$ cat src/rtl/async_receiver_if.sv
// Serial-line and received-byte signals of the RS-232 receiver.
// master drives RxD and observes the results; slave is the receiver itself.
interface async_receiver_if;
  logic       RxD;
  logic       RxD_data_ready;
  logic [7:0] RxD_data;
  logic       RxD_frame_error;
  logic       RxD_busy;
  logic       RxD_idle;
  logic       RxD_endofpacket;

  modport master (
    output RxD,
    input  RxD_data_ready, RxD_data, RxD_frame_error, RxD_busy, RxD_idle, RxD_endofpacket
  );

  modport slave (
    input  RxD,
    output RxD_data_ready, RxD_data, RxD_frame_error, RxD_busy, RxD_idle, RxD_endofpacket
  );
endinterface

$ cat src/rtl/async_receiver.sv
// 8N1 UART receiver: oversampled, glitch-filtered RxD deframed into byte strobes.
// Optional gap detector (RxD_idle / RxD_endofpacket) is built when UART_RX_IDLE_DETECT_EN is defined.
module async_receiver #(
  parameter int CLK_FREQ     = 50000000,
  parameter int BAUD         = 115200,
  parameter int OVERSAMPLING = 8
) (
  input  logic FPGA_CLK1_50,
  input  logic reset,
  async_receiver_if.slave rx
);

  localparam int     CNT_W   = $clog2(OVERSAMPLING);
  localparam longint INC_NUM = longint'(BAUD) * longint'(OVERSAMPLING) * 131072 + longint'(CLK_FREQ);
  localparam longint INC_DEN = 2 * longint'(CLK_FREQ);
  localparam logic [15:0] INC = 16'(INC_NUM / INC_DEN);
  localparam logic [CNT_W-1:0] HALF_LAST = CNT_W'(OVERSAMPLING / 2 - 1);
  localparam logic [CNT_W-1:0] FULL_LAST = CNT_W'(OVERSAMPLING - 1);

  typedef enum logic [2:0] {S_IDLE, S_START, S_DATA, S_STOP, S_BREAK} state_t;

  logic [15:0]      acc_reg;
  logic             tick_reg;
  logic [1:0]       sync_reg;
  logic [1:0]       filt_cnt_reg;
  logic [1:0]       filt_cnt_next;
  logic             filt_reg;
  state_t           state_reg;
  logic [CNT_W-1:0] tick_cnt_reg;
  logic [2:0]       bit_idx_reg;
  logic [7:0]       shift_reg;
  logic [7:0]       data_reg;
  logic             ready_reg;
  logic             ferr_reg;
  logic             busy_reg;

  // Carry-out of the phase accumulator is the oversample tick
  always_ff @(posedge FPGA_CLK1_50 or posedge reset) begin
    if (reset) begin
      acc_reg  <= '0;
      tick_reg <= 1'b0;
    end else begin
      {tick_reg, acc_reg} <= {1'b0, acc_reg} + {1'b0, INC};
    end
  end

  always_ff @(posedge FPGA_CLK1_50 or posedge reset) begin
    if (reset) begin
      sync_reg <= 2'b11;
    end else begin
      sync_reg <= {sync_reg[0], rx.RxD};
    end
  end

  always_comb begin
    filt_cnt_next = filt_cnt_reg;
    if (sync_reg[1] && filt_cnt_reg != 2'd3) begin
      filt_cnt_next = filt_cnt_reg + 2'd1;
    end else if (!sync_reg[1] && filt_cnt_reg != 2'd0) begin
      filt_cnt_next = filt_cnt_reg - 2'd1;
    end
  end

  // Filtered bit only flips at the saturation ends, so short pulses never reach it
  always_ff @(posedge FPGA_CLK1_50 or posedge reset) begin
    if (reset) begin
      filt_cnt_reg <= 2'd3;
      filt_reg     <= 1'b1;
    end else if (tick_reg) begin
      filt_cnt_reg <= filt_cnt_next;
      if (filt_cnt_next == 2'd3) begin
        filt_reg <= 1'b1;
      end else if (filt_cnt_next == 2'd0) begin
        filt_reg <= 1'b0;
      end
    end
  end

  always_ff @(posedge FPGA_CLK1_50 or posedge reset) begin
    if (reset) begin
      state_reg    <= S_IDLE;
      tick_cnt_reg <= '0;
      bit_idx_reg  <= '0;
      shift_reg    <= '0;
      data_reg     <= '0;
      ready_reg    <= 1'b0;
      ferr_reg     <= 1'b0;
      busy_reg     <= 1'b0;
    end else begin
      ready_reg <= 1'b0;
      ferr_reg  <= 1'b0;
      if (tick_reg) begin
        case (state_reg)
          S_IDLE: begin
            if (!filt_reg) begin
              state_reg    <= S_START;
              tick_cnt_reg <= '0;
              busy_reg     <= 1'b1;
            end
          end
          S_START: begin
            tick_cnt_reg <= tick_cnt_reg + CNT_W'(1);
            if (tick_cnt_reg == HALF_LAST) begin
              tick_cnt_reg <= '0;
              if (filt_reg) begin
                state_reg <= S_IDLE;
                busy_reg  <= 1'b0;
              end else begin
                state_reg   <= S_DATA;
                bit_idx_reg <= '0;
              end
            end
          end
          S_DATA: begin
            tick_cnt_reg <= tick_cnt_reg + CNT_W'(1);
            if (tick_cnt_reg == FULL_LAST) begin
              shift_reg   <= {filt_reg, shift_reg[7:1]};
              bit_idx_reg <= bit_idx_reg + 3'd1;
              if (bit_idx_reg == 3'd7) begin
                state_reg <= S_STOP;
              end
            end
          end
          S_STOP: begin
            tick_cnt_reg <= tick_cnt_reg + CNT_W'(1);
            if (tick_cnt_reg == FULL_LAST) begin
              if (filt_reg) begin
                data_reg  <= shift_reg;
                ready_reg <= 1'b1;
                state_reg <= S_IDLE;
                busy_reg  <= 1'b0;
              end else begin
                ferr_reg  <= 1'b1;
                state_reg <= S_BREAK;
              end
            end
          end
          S_BREAK: begin
            if (filt_reg) begin
              state_reg <= S_IDLE;
              busy_reg  <= 1'b0;
            end
          end
          default: begin
            state_reg <= S_IDLE;
            busy_reg  <= 1'b0;
          end
        endcase
      end
    end
  end

  assign rx.RxD_data_ready  = ready_reg;
  assign rx.RxD_data        = data_reg;
  assign rx.RxD_frame_error = ferr_reg;
  assign rx.RxD_busy        = busy_reg;

`ifdef UART_RX_IDLE_DETECT_EN
  localparam int GAP_SAT = 16 * OVERSAMPLING;
  localparam int GAP_W   = $clog2(GAP_SAT + 1);

  logic [GAP_W-1:0] gap_reg;
  logic             idle_reg;
  logic             eop_reg;
  logic             got_byte_reg;

  // End-of-packet fires once per burst: only when a byte arrived since the last pulse
  always_ff @(posedge FPGA_CLK1_50 or posedge reset) begin
    if (reset) begin
      gap_reg      <= '0;
      idle_reg     <= 1'b0;
      eop_reg      <= 1'b0;
      got_byte_reg <= 1'b0;
    end else begin
      eop_reg <= 1'b0;
      if (tick_reg && state_reg == S_IDLE) begin
        if (!filt_reg) begin
          gap_reg  <= '0;
          idle_reg <= 1'b0;
        end else if (gap_reg != GAP_W'(GAP_SAT)) begin
          gap_reg <= gap_reg + GAP_W'(1);
          if (gap_reg == GAP_W'(GAP_SAT - 1)) begin
            idle_reg <= 1'b1;
            if (got_byte_reg) begin
              eop_reg      <= 1'b1;
              got_byte_reg <= 1'b0;
            end
          end
        end
      end
      if (ready_reg) begin
        got_byte_reg <= 1'b1;
      end
    end
  end

  assign rx.RxD_idle        = idle_reg;
  assign rx.RxD_endofpacket = eop_reg;
`else
  assign rx.RxD_idle        = 1'b0;
  assign rx.RxD_endofpacket = 1'b0;
`endif

endmodule

$ cat src/flat_wrapper.sv
// flat-port wrapper written by rule: the top's interface ports become plain ports
module async_receiver_flat 
#(
  parameter int CLK_FREQ     = 50000000,
  parameter int BAUD         = 115200,
  parameter int OVERSAMPLING = 8
)
  (FPGA_CLK1_50, reset, rx_RxD, rx_RxD_data_ready, rx_RxD_data, rx_RxD_frame_error, rx_RxD_busy, rx_RxD_idle, rx_RxD_endofpacket);
  async_receiver_if rx_i ();
  input  logic FPGA_CLK1_50;
  input  logic reset;
  input wire logic [$bits(rx_i.RxD)-1:0] rx_RxD;
  output wire logic [$bits(rx_i.RxD_data_ready)-1:0] rx_RxD_data_ready;
  output wire logic [$bits(rx_i.RxD_data)-1:0] rx_RxD_data;
  output wire logic [$bits(rx_i.RxD_frame_error)-1:0] rx_RxD_frame_error;
  output wire logic [$bits(rx_i.RxD_busy)-1:0] rx_RxD_busy;
  output wire logic [$bits(rx_i.RxD_idle)-1:0] rx_RxD_idle;
  output wire logic [$bits(rx_i.RxD_endofpacket)-1:0] rx_RxD_endofpacket;
  assign rx_i.RxD = rx_RxD;
  assign rx_RxD_data_ready = rx_i.RxD_data_ready;
  assign rx_RxD_data = rx_i.RxD_data;
  assign rx_RxD_frame_error = rx_i.RxD_frame_error;
  assign rx_RxD_busy = rx_i.RxD_busy;
  assign rx_RxD_idle = rx_i.RxD_idle;
  assign rx_RxD_endofpacket = rx_i.RxD_endofpacket;
  async_receiver #(.CLK_FREQ(CLK_FREQ), .BAUD(BAUD), .OVERSAMPLING(OVERSAMPLING)) u_core (.FPGA_CLK1_50(FPGA_CLK1_50), .reset(reset), .rx(rx_i));
endmodule
$ cat config.mk
export PLATFORM = sky130hd
export DESIGN_NAME = async_receiver_flat
export DESIGN_NICKNAME = d
export VERILOG_FILES = /design/src/rtl/async_receiver_if.sv /design/src/rtl/async_receiver.sv /design/src/flat_wrapper.sv
export SDC_FILE = /design/constraint.sdc
export NUM_CORES = 1
export LEC_CHECK = 0
export ABC_AREA = 1
export BUFFER_PORTS_ARGS = -buffer_cell sky130_fd_sc_hd__buf_2
export CAP_MARGIN = 30
export CORE_MARGIN = 2
export CORE_UTILIZATION = 50
export DETAILED_ROUTE_END_ITERATION = 8
export PLACE_DENSITY = 0.79
export SLEW_MARGIN = 20
export SYNTH_ARGS = -nofsm -noshare
export SYNTH_HDL_FRONTEND = slang
export SYNTH_SLANG_ARGS = --single-unit
$ cat constraint.sdc
create_clock -name FPGA_CLK1_50 -period 2.42 [get_ports FPGA_CLK1_50]
set_input_delay 0.121 -clock FPGA_CLK1_50 [delete_from_list [all_inputs] [get_ports FPGA_CLK1_50]]
set_output_delay 0.121 -clock FPGA_CLK1_50 [all_outputs]
set_load 0.05 [all_outputs]
## Word level (Yosys, flattened, before mapping)

Cells that the tools add are included.

- Eq/ne operators: 16
- Add/sub/neg operators: 5
- Reduce and logical (&&, ||, !) cells: 17
- Multiplexer cells: 32
- Bitwise operators: 1

Operator list:

| kind | number |
|---|---|
| 3-bit 2-to-1 mux | 11 |
| 16-bit by 11-bit adder with 17-bit output (second input constant) | 1 |
| 3-bit one-hot mux with 5 select lines | 1 |
| 1-bit 2-to-1 mux | 14 |
| 2-bit by 1-bit != test with 1-bit output (second input constant) | 5 |
| 5-bit AND reduction | 2 |
| 3-bit by 2-bit equality test with 1-bit output (second input constant) | 3 |
| 3-bit equality test (second input constant) | 3 |
| 3-bit one-hot mux with 3 select lines | 1 |
| 7-bit AND reduction | 1 |
| 3-bit by 1-bit adder with 3-bit output (second input constant) | 2 |
| 2-bit 2-to-1 mux | 3 |
| 2-bit != test (second input constant) | 3 |
| 3-bit one-hot mux with 2 select lines | 1 |
| 3-bit AND reduction | 2 |
| 2-bit nonzero test | 3 |
| 1-bit one-hot mux with 5 select lines | 1 |
| 4-bit AND reduction | 1 |
| 3-bit by 1-bit equality test with 1-bit output (second input constant) | 1 |
| 3-bit zero test | 1 |
| 3-bit nonzero test | 1 |
| 2-bit by 1-bit adder with 2-bit output (second input constant) | 1 |
| 2-bit equality test (second input constant) | 1 |
| 1-bit logical AND | 2 |
| other kinds (6) | 6 |

- Bits of input ports: 3
- Word-level logic and storage cells: 84
- Output and inout port bits: 13
- Bits in registers: 50

## Logic depth before layout (Yosys ltp)

Gate-level depths: netlist of the first run.

- Depth in word-level cells: 7
- Gate-level depth with buffers: 10
- Gate-level depth less buffers: 10

## Worst setup path after synthesis of the first run

Ideal clock, no wire load.

- Kind: flip-flop to flip-flop
- From: reg u_core.filt_cnt_reg[0]
- To: reg u_core.filt_reg
- Stages on the path, launching flop included: 10
- Path buffers: 0
- Period minus slack after synthesis: 1.747 ns
- Library setup time: 0.079 ns
- Arrival time: 1.669 ns
- Required time: 2.341 ns
- Path slack: 0.673 ns
- Path through: dfstp_2 > inv_1 > ha_1 > o21ai_0 > xor2_1 > inv_1 > ha_1 > nor2_1 > nand2_1 > o21ai_0

- Cells in the longest elaborated chain, start to end: 7
- Elaborated cells on any way between the ends: 13
- Those cells by class: 2 x add/sub; 2 x eq/ne; 3 x mux; 6 x reduce/logical

Ends and longest elaborated chain:

| what | RTL line | text |
|---|---|---|
| start: declaration | async_receiver.sv:25 | `logic [1:0] filt_cnt_reg;` |
| start signal: assignment | async_receiver.sv:70 | `filt_cnt_reg <= filt_cnt_next;` |
| parallel branches: the longest is 3 deep, another holds 2-bit by 1-bit subtractor with 2-bit output | n/a |  |
| 2-bit 2-to-1 mux * | async_receiver.sv:57 | `if (sync_reg[1] && filt_cnt_reg != 2'd3) begin` |
| named net u_core.filt_cnt_next[0] | async_receiver.sv:26 | `logic [1:0] filt_cnt_next;` |
| 2-bit equality test / 2-bit zero test (equally long branches) | async_receiver.sv:71, async_receiver.sv:73 |  |
| 2-bit nonzero test (no line) | n/a |  |
| 2-bit AND reduction (no line) | n/a |  |
| end signal: assignment | async_receiver.sv:68 | `filt_reg <= 1'b1;` |
| end signal: assignment | async_receiver.sv:72 | `filt_reg <= 1'b1;` |
| end signal: assignment | async_receiver.sv:74 | `filt_reg <= 1'b0;` |
| end: declaration | async_receiver.sv:27 | `logic filt_reg;` |

Mark *: on every way through the listed nets, which the timed path passes.
A chain may end at the register's enable or synchronous reset.

## Final worst setup path of the first run

Ends and elaborated chain as after synthesis.

==> metrics.txt, run 1 <==
outcome=completed; Clock Path Buffers=2; VDD IR-drop max=0.284 mV; Crit. End Element=register; Max Fanout on Critical Path=4; Distinct cells, synth=30; first-pass GRT wire length=6800 um; Area Growth Syn to Fin=9.72%; post-synthesis sequential area ratio=0.516; number of diodes=0; Synth area leaders=dfrtp_1, nand2_1, ha_1, inv_1, dfstp_2; Cell Pwr Density=520 nW/um^2; Total Die Area=5140 um^2; reg-to-reg slack, setup=0.51 ns; clock sink count=47; Hold WC Path Type=primary input to asynchronous set/reset pin; Nets=288; endpoints failing hold=0; achievable frequency=524 MHz; I/O pin cnt=16; count of final max-slew check failures=0; CTS H-tree depth=2; syn avg cell area=9.06 um^2; RSZ-0062 raised after global routing=no; Lkg Pwr=1.31 nW; GR Overflow Total=0; Critical R2R Launch=u_core.filt_cnt_reg[0]; initial antenna violation count=0; # setup viols final=0; Critical Path RT=2.64 ns; Clock Tree Root=clkbuf_8; DP HPWL=2640 um; Chip Width=71.7 um; Synth Instances=253; Post-CTS Resized=0; period utilization=0.789; pin count of the biggest net entering global routing=33; routability cong.=0.832; Setup TNS=0 ns; Worst-Skew Late Latency=0.30 ns; max-cap viol count=0; r2r endpoint=u_core.filt_reg; number of DRC markers in iteration 0=63; Initial Util=0.523; Post-Syn Area=2290 um^2; Final Cell Area=2510 um^2; WP data arrival=2.13 ns; leading area contributor after synthesis=dfrtp_1; Via Count=1594; Yosys Warn Count=0; clock buffer count from CTS=5; post-CTS setup buffer count=0; TritonCTS clock tree=built; Seq cells post-synth=47; Avg WL per Cell=10.8 um; vias in the first global route=1615; placed cell areas=2390 um^2; DRC viols=0; Setup crit start kind=register; r2r worst-path depth=9; port bufs=13; hold_buf cts=2; share of the synthesized area in the top cell type=0.459; Setup Skew=0.00664 ns; site row count=24; Detailed Route WL=3520 um; proportion of layout cells with a drive suffix above 1=0.172; Clock transition at path regs=0.09 ns; GRT Total Usage=0.167; Core ar.=4380 um^2; vias per cell=4.89; number of flip-flops in the largest register=13; minimum clock period=1.91 ns; Setup Crit Path Kind=register to register; die span in y=71.7 um; total iterations of the first detailed-routing run=4; antenna viol nets, final=0
Yosys cell counts:
master / instances
a21oi_1: 1
a31o_2: 1
and3_1: 1
buf_4: 2
buf_6: 2
conb_1: 1
dfrtp_1: 42
dfstp_2: 5
ha_1: 12
inv_1: 39
inv_2: 2
nand2_1: 68
nand2_2: 4
nand2_4: 1
nand3_1: 16
nand3_2: 1
nand3_4: 1
nand3b_1: 3
nand4_1: 2
nand4_2: 1
nor2_1: 7
nor2_2: 3
nor2_4: 2
nor2_8: 1
nor3_1: 3
o21ai_0: 16
o21ai_1: 7
o21ai_2: 2
xnor2_1: 1
xor2_1: 6
power by group:
part           internal [W]  leakage, nW  switching (W)
Clock              0.000233       0.0474       0.000256
Combinational    0.00000542        0.666      0.0000235
Sequential         0.000788        0.595    0.000000801
Total               0.00103         1.31       0.000280
placed cells by master, fill, tap and decap left out, drive strengths merged, types with 5 or more instances in the layout:
cell     n
o21ai   25
dfstp    5
nand3   18
ha      12
xor2     6
nand2   73
dfrtp   42
clkbuf   6
inv     41
buf     14
nor2    13
how the worst max path moves through the flow:
stage,slack [ns],from,to,cells past startpoint
floorplan,0.67,u_core.filt_cnt_reg[0],u_core.filt_reg,9
global placement,0.63,u_core.filt_cnt_reg[0],u_core.filt_reg,9
detailed placement,0.54,u_core.filt_cnt_reg[0],u_core.filt_reg,9
CTS,0.52,u_core.filt_cnt_reg[0],u_core.filt_reg,9
global route,0.32,u_core.filt_cnt_reg[0],u_core.filt_reg,9
finish,0.51,u_core.filt_cnt_reg[0],u_core.filt_reg,9
worst max-delay path, cell delays in order (launching register included):
cell     delay [ns]
dfstp_2        0.57
inv_1          0.07
ha_1           0.19
o21ai_0        0.20
xor2_1         0.20
inv_1          0.06
ha_1           0.28
nor2_1         0.14
nand2_1        0.06
o21ai_0        0.07
metrics by stage:
step / hold WS, ns / total power [W] / std cells / util / worst slack [ns]
4_1_cts: 0.329 / 0.00133 / 326 / 0.573 / 0.521
5_1_grt: 0.367 / 0.00136 / 326 / 0.573 / 0.318
3_3_place_gp: 0.106 / 0.000832 / 316 / 0.546 / 0.630
3_5_place_dp: 0.106 / 0.000832 / 316 / 0.546 / 0.543
6_report: 0.326 / 0.00131 / 326 / 0.573 / 0.511
2_1_floorplan: 0.125 / 0.000827 / 254 / - / 0.673
layer usage:
metal  wire (um)  global-route usage  vias up
met1        1630               0.205      742
li1            -                   -      833
met5           0                   0        -
met3          96              0.0422        6
met4          55              0.0566        0
met2        1740               0.286       13
cells by family (layout without fill, tap and decap cells):
logic type                 count (synthesis)  count (layout)  synth area share
and+or+nand+nor                          114             114             0.242
DFF                                       47              47             0.516
buffers and inverters                     45              65            0.0836
AOI/OAI and AO/OA                         27              27            0.0639
adders and majority gates                 12              12            0.0655
xor gates and xnor gates                   7               7            0.0268
other                                      1               2           0.00164
cell type report:
type / count / area, um^2
Timing Repair Buffer: 16 / 92.6
Fill cell: 397 / 1870
Tap cell: 52 / 65.1
Sequential cell: 47 / 1180
Clock inverter: 2 / 16.3
Clock buffer: 6 / 82.6
Inverter: 41 / 154
Multi-Input combinational cell: 162 / 921
No activity file was read; power rests on OpenSTA's default activity.
==> run 2: changes to the inputs <==
--- a/config.mk
+++ b/config.mk
@@ -5,7 +5,7 @@
 export SDC_FILE = /design/constraint.sdc
 export NUM_CORES = 1
 export LEC_CHECK = 0
-export ABC_AREA = 1
+export ABC_AREA = 0
 export BUFFER_PORTS_ARGS = -buffer_cell sky130_fd_sc_hd__buf_2
 export CAP_MARGIN = 30
 export CORE_MARGIN = 2
==> constraint.sdc (replaced) <==
create_clock -name FPGA_CLK1_50 -period 1.87 [get_ports FPGA_CLK1_50]
set_input_delay 0.0935 -clock FPGA_CLK1_50 [delete_from_list [all_inputs] [get_ports FPGA_CLK1_50]]
set_output_delay 0.0935 -clock FPGA_CLK1_50 [all_outputs]
set_load 0.05 [all_outputs]
==> run 2 against run 1 <==
Effect of this change:
- clock skew rose by 0.0013 ns
- critical path depth down 2
- worst setup slack lost 0.47 ns
==> metrics.txt, run 2 <==
outcome=completed; endpoints failing hold=0; dpl ws=-0.0720 ns; clock buffer count from CTS=5; Clock transition at path regs=0.07 ns; die span in y=70.0 um; slowest CP cell=dfstp_2; WL met3=95 um; Net Sw Power=0.000340 W; count of final max-slew check failures=0; fill count=349; max-cap viol count=0; Setup crit start kind=register; Post-Syn Area=2180 um^2; crit-path cells=inv_2 -> ha_4 -> mux2i_4 -> xnor2_2 -> ha_4 -> nor2b_4 -> mux2_4; achievable frequency=547 MHz; CTS H-tree depth=2; minimum clock period=1.83 ns; pin count of the biggest net entering global routing=31; count leader, synth=dfrtp_1; most common cell after layout, fill and taps aside=dfrtp_1; # setup viols final=0; cell repeated most along the worst path=ha_4; Lkg Pwr=1.22 nW; Worst-Skew Late Latency=0.29 ns; WP data arrival=2.04 ns; Via Count=1339; combinational group share of total power=0.028; Core ar.=4260 um^2; Max stage delay on crit path=0.58 ns; TritonCTS clock tree=built; clock power share=0.375; r2r worst-path depth=7; share of the synthesized area in the top cell type=0.482; post-synthesis sequential area ratio=0.542; Setup Skew=0.00792 ns; Cell Pwr Density=666 nW/um^2; Clock Tree Root=clkbuf_8; part of the power in registers=0.597; most frequent cells in the layout=dfrtp_1, mux2_2, buf_4; I/O pin cnt=16; vias in the first global route=1303; Synth Instances=176; Detailed Route WL=3510 um; Max-slew headroom=0.594; Chip Width=70.0 um; number of flip-flops in the largest register=13; routability cong.=0.781; Area Growth Syn to Fin=17.9%; Nets=221; Met2 Routed Length=1730 um; total iterations of the first detailed-routing run=4; slew of the pin with the lowest slew margin=0.609 ns; Yosys Warn Count=0; RSZ-0062 raised after global routing=yes; switching portion of total power=0.198; Hold Crit Depth=0; leading area contributor after synthesis=dfrtp_1; top layer in use=met4; Crit. End Element=register; Seq cells post-synth=47; Clock Path Buffers=2; GRT Total Usage=0.148; Total Die Area=4900 um^2; Final Cell Area=2570 um^2; first-pass GRT wire length=5810 um; DP HPWL=2340 um; initial antenna violation count=0; number of diodes=0; top_reg_cell synth=dfrtp_1; Initial Util=0.511; Post-synth EDFFs=0; port bufs=13; Critical Path RT=2.08 ns; antenna viol nets, final=0; top post-synthesis cells by count=dfrtp_1, mux2_2, ha_1; site row count=24; syn avg cell area=12.4 um^2; placed cell areas=2340 um^2; fin util=0.602; GR Overflow Total=0; VDD IR-drop max=0.541 mV; proportion of layout cells with a drive suffix above 1=0.396; period utilization=0.977; DRC viols=0; clock sink count=47; Pint=0.00137 W; Final WS setup=0.0433 ns; Distinct cells, synth=45; vias per cell=5.17; ys async rst share=1.00; M1 wire length=1660 um; Max Fanout on Critical Path=3; number of DRC markers in iteration 0=72; Hold WC Path Type=register to register; Setup Crit Path Kind=register to register; Synth area leaders=dfrtp_1, mux2_2, ha_1, dfstp_2, xnor2_1; Avg WL per Cell=13.5 um
==> run 2: changes by cell type after synthesis, sizes merged, moves of 16 or more <==
cell,delta
mux2,+21
o21ai,-22
inv,-30
nand3,-16
nand2,-62
==> run 2: layout make-up <==
class                           instances  area, um^2  area share
Clock buffer                            8         100      0.0390
Inverter                               11        41.3      0.0161
Multi-Input combinational cell        110         975       0.379
Sequential cell                        47        1180       0.460
Tap cell                               52        65.1      0.0253
Timing Repair Buffer                   31         205      0.0799
==> run 2: power by group through the flow <==
stage	sequential (W)	clock [W]	combinational [W]
after floorplan	0.00104	0	0.0000295
after global placement	0.00104	0	0.0000369
after detailed placement	0.00104	0	0.0000379
after CTS	0.00102	0.000663	0.0000442
after global routing	0.00102	0.000690	0.0000540
final	0.00102	0.000643	0.0000474
==> run 2: path summary, 6_finish.rpt <==
check                                             from                    end  slack, ns
worst max register to register  u_core.filt_cnt_reg[0]        u_core.filt_reg       0.04
max in group asynchronous                        reset  u_core.rx.RxD_data[2]       0.83
worst min-delay path                u_core.sync_reg[0]     u_core.sync_reg[1]       0.36
min in group asynchronous                        reset      u_core.acc_reg[4]       0.42
worst min register to register      u_core.sync_reg[0]     u_core.sync_reg[1]       0.36
worst max-delay path            u_core.filt_cnt_reg[0]        u_core.filt_reg       0.04
==> run 2: cell families (layout without fill, tap and decap cells) <==
logic type                 Yosys count  in the layout  share of synthesized area
AOI/OAI and AO/OA                   26             26                     0.0878
xor gates and xnor gates            13             13                     0.0522
adders and majority gates           12             12                     0.0689
buffers and inverters               20             50                     0.0448
DFF                                 47             47                      0.542
muxes                               22             22                      0.113
other                                1              2                    0.00172
and+or+nand+nor                     35             35                     0.0890
==> run 2: repair_timing <==
item                                    4_1_cts  5_1_grt
buffers inserted                              2        3
hold endpoints to repair                     24        0
resized for setup                             7        6
pin swaps                                     2        3
endpoints found under the setup margin        1        8
hold buffers                                  2        0
==> run 2: metal layers <==
metal / up-vias / GRT usage
met5: - / 0
met4: 0 / 0.0449
met3: 2 / 0.0361
met2: 18 / 0.239
met1: 666 / 0.198
li1: 653 / -
==> run 2: stage by stage <==
stage | instances | setup TNS [ns] | power, W | hold WS (ns)
2_1_floorplan | 177 | 0 | 0.00107 | 0.0980
3_3_place_gp | 244 | -0.00689 | 0.00108 | 0.194
3_5_place_dp | 244 | -0.0720 | 0.00108 | 0.204
4_1_cts | 256 | 0 | 0.00173 | 0.358
5_1_grt | 259 | -0.215 | 0.00177 | 0.361
6_report | 259 | 0 | 0.00171 | 0.357
==> run 2: critical path, delay by kind of cell, from the launching register on <==
family | cells | cell delay (ns)
buf+inv | 1 | 0.06
simple gates | 1 | 0.11
mux | 2 | 0.47
fa+ha+maj | 2 | 0.40
flops | 1 | 0.58
xor+xnor | 1 | 0.15
==> run 3: changes to the inputs <==
--- a/config.mk
+++ b/config.mk
@@ -8,7 +8,6 @@
 export ABC_AREA = 0
 export BUFFER_PORTS_ARGS = -buffer_cell sky130_fd_sc_hd__buf_2
 export CAP_MARGIN = 30
-export CORE_MARGIN = 2
 export CORE_UTILIZATION = 50
 export DETAILED_ROUTE_END_ITERATION = 8
 export PLACE_DENSITY = 0.79
==> constraint.sdc (replaced) <==
create_clock -name FPGA_CLK1_50 -period 2.1 [get_ports FPGA_CLK1_50]
set_input_delay 0.105 -clock FPGA_CLK1_50 [delete_from_list [all_inputs] [get_ports FPGA_CLK1_50]]
set_output_delay 0.105 -clock FPGA_CLK1_50 [all_outputs]
set_load 0.05 [all_outputs]
==> run 3 against run 2 <==
Effect of this change:
- wire length is 1.8% higher
- critical path depth unchanged
- core utilization shrank 1.3 points
- global-route usage rose by 2.7 points
- clock power down 3%
==> metrics.txt, run 3 (synthesis results as in run 2) <==
outcome=completed; GR Overflow Total=0; Hold Crit Start=u_core.sync_reg[0]; DP HPWL=2480 um; die span in y=68.0 um; crit-path cells=inv_1 -> ha_1 -> mux2i_1 -> xnor2_1 -> ha_1 -> nor2b_1 -> mux2_2; r2r worst-path depth=7; Lkg Pwr=1.15 nW; period utilization=0.962; Worst Hold End=u_core.sync_reg[1]; Cell Pwr Density=651 nW/um^2; Core ar.=4090 um^2; Clock transition at path regs=0.08 ns; Setup crit start kind=register; Total Die Area=4630 um^2; Clock Path Buffers=2; Worst-Skew Late Latency=0.30 ns; Setup TNS=0 ns; I/O pin cnt=16; first-pass GRT wire length=5780 um; Setup Skew=0.00550 ns; VDD IR-drop max=0.467 mV; Hold Crit Depth=0; Critical R2R Launch=u_core.filt_cnt_reg[1]; area of the multi-input gates=903 um^2; cell repeated most along the worst path=ha_1; Max-slew headroom=0.618; WP data arrival=2.24 ns; most common cell after layout, fill and taps aside=dfrtp_1; count of final max-slew check failures=0; endpoints failing hold=0; Area Growth Syn to Fin=10.4%; Detailed Route WL=3570 um; number of DRC markers in iteration 0=91; Setup Crit Path Kind=register to register; Clock Tree Root=clkbuf_8; pin count of the biggest net entering global routing=48; Critical Path RT=2.32 ns; minimum clock period=2.02 ns; Crit. End Element=register; dpl cells=233; slowest CP cell=dfstp_2; r2r endpoint=u_core.filt_reg; Final Non-Filler Cells=244; max-cap viol count=0; Initial Util=0.533; DRC viols=0; Via Count=1298; register area=1180 um^2; fin util=0.589; Hold WC Path Type=register to register; vias in the first global route=1325; vias per cell=5.32; achievable frequency=495 MHz; # setup viols final=0; number of diodes=0; number of flip-flops in the largest register=13; Max stage delay on crit path=0.57 ns; reg-to-reg slack, setup=0.08 ns; Crit path max-delay family=flip-flops; clock buffer count from CTS=5; GRT Total Usage=0.175; most frequent cells in the layout=dfrtp_1, mux2_2, buf_2; Post-CTS Resized=0; routability cong.=0.704; fill count=319; slew of the pin with the lowest slew margin=0.573 ns; site row count=23; total iterations of the first detailed-routing run=4; CTS H-tree depth=2; RSZ-0062 raised after global routing=no; TritonCTS clock tree=built; CP Buf/Inv Count=1; proportion of layout cells with a drive suffix above 1=0.304; Max Fanout on Critical Path=4; antenna viol nets, final=0; clock sink count=47; port bufs=13; Avg WL per Cell=14.6 um; Chip Width=68.0 um; Nets=209; initial antenna violation count=0
-- run 3: cell count changes in the layout (fill, tap and decap cells not counted), sizes merged --
cell    previous run  this run
clkinv             0         1
buf               29        17
clkbuf             8         6
inv               11        10
bufinv             0         1
-- run 3: metal layers --
layer | routed length (um) | share of wire | global-route usage | vias to the layer above
li1 | - | - | - | 627
met1 | 1590 | 0.45 | 0.206 | 645
met2 | 1820 | 0.51 | 0.293 | 18
met3 | 83 | 0.023 | 0.0400 | 8
met4 | 75 | 0.021 | 0.0990 | 0
met5 | 0 | 0 | 0 | -
-- run 3: report_power, final --
part / switching [W] / total (W) / internal (W)
clock network: 0.000275 / 0.000624 / 0.000349
registers: 0.00000105 / 0.000909 / 0.000908
logic: 0.0000268 / 0.0000335 / 0.00000667
total: 0.000303 / 0.00157 / 0.00126
-- run 3: layout make-up --
type	count	share of cell area
clock inverter	1	0.0125
timing repair buffer	19	0.0478
inverter	11	0.0172
sequential	47	0.491
tap	50	0.0260
clock buffer	6	0.0301
multi-input combinational	110	0.375
-- run 3: stage by stage --
step / worst slack (ns) / power (W) / cell area [um^2] / hold WS (ns)
global route: 0.000291 / 0.00162 / 2410 / 0.363
detailed placement: 0.0717 / 0.000958 / 2270 / 0.216
finish: 0.0805 / 0.00157 / 2410 / 0.358
global placement: 0.178 / 0.000957 / 2270 / 0.217
floorplan: 0.198 / 0.000953 / 2180 / 0.109
CTS: 0.0558 / 0.00158 / 2390 / 0.358
-- run 3: what timing repair did --
| item | 4_1_cts | 5_1_grt |
|---|---|---|
| hold buffers | 2 | 0 |
| hold endpoints to repair | 43 | 0 |
| endpoints found under the setup margin | 0 | 1 |
| buffers inserted | 0 | 2 |
-- run 3: worst max path at each step --
stage / startpoint / to / slack (ns) / depth (start not counted)
CTS: u_core.filt_cnt_reg[0] / u_core.filt_reg / 0.06 / 6
global route: u_core.tick_cnt_reg[0] / u_core.rx.RxD_data[5] / 0.0003 / 6
detailed placement: u_core.filt_cnt_reg[0] / u_core.filt_reg / 0.07 / 6
global placement: u_core.filt_cnt_reg[0] / u_core.filt_reg / 0.18 / 6
floorplan: u_core.filt_cnt_reg[0] / u_core.filt_reg / 0.20 / 6
finish: u_core.filt_cnt_reg[1] / u_core.filt_reg / 0.08 / 7
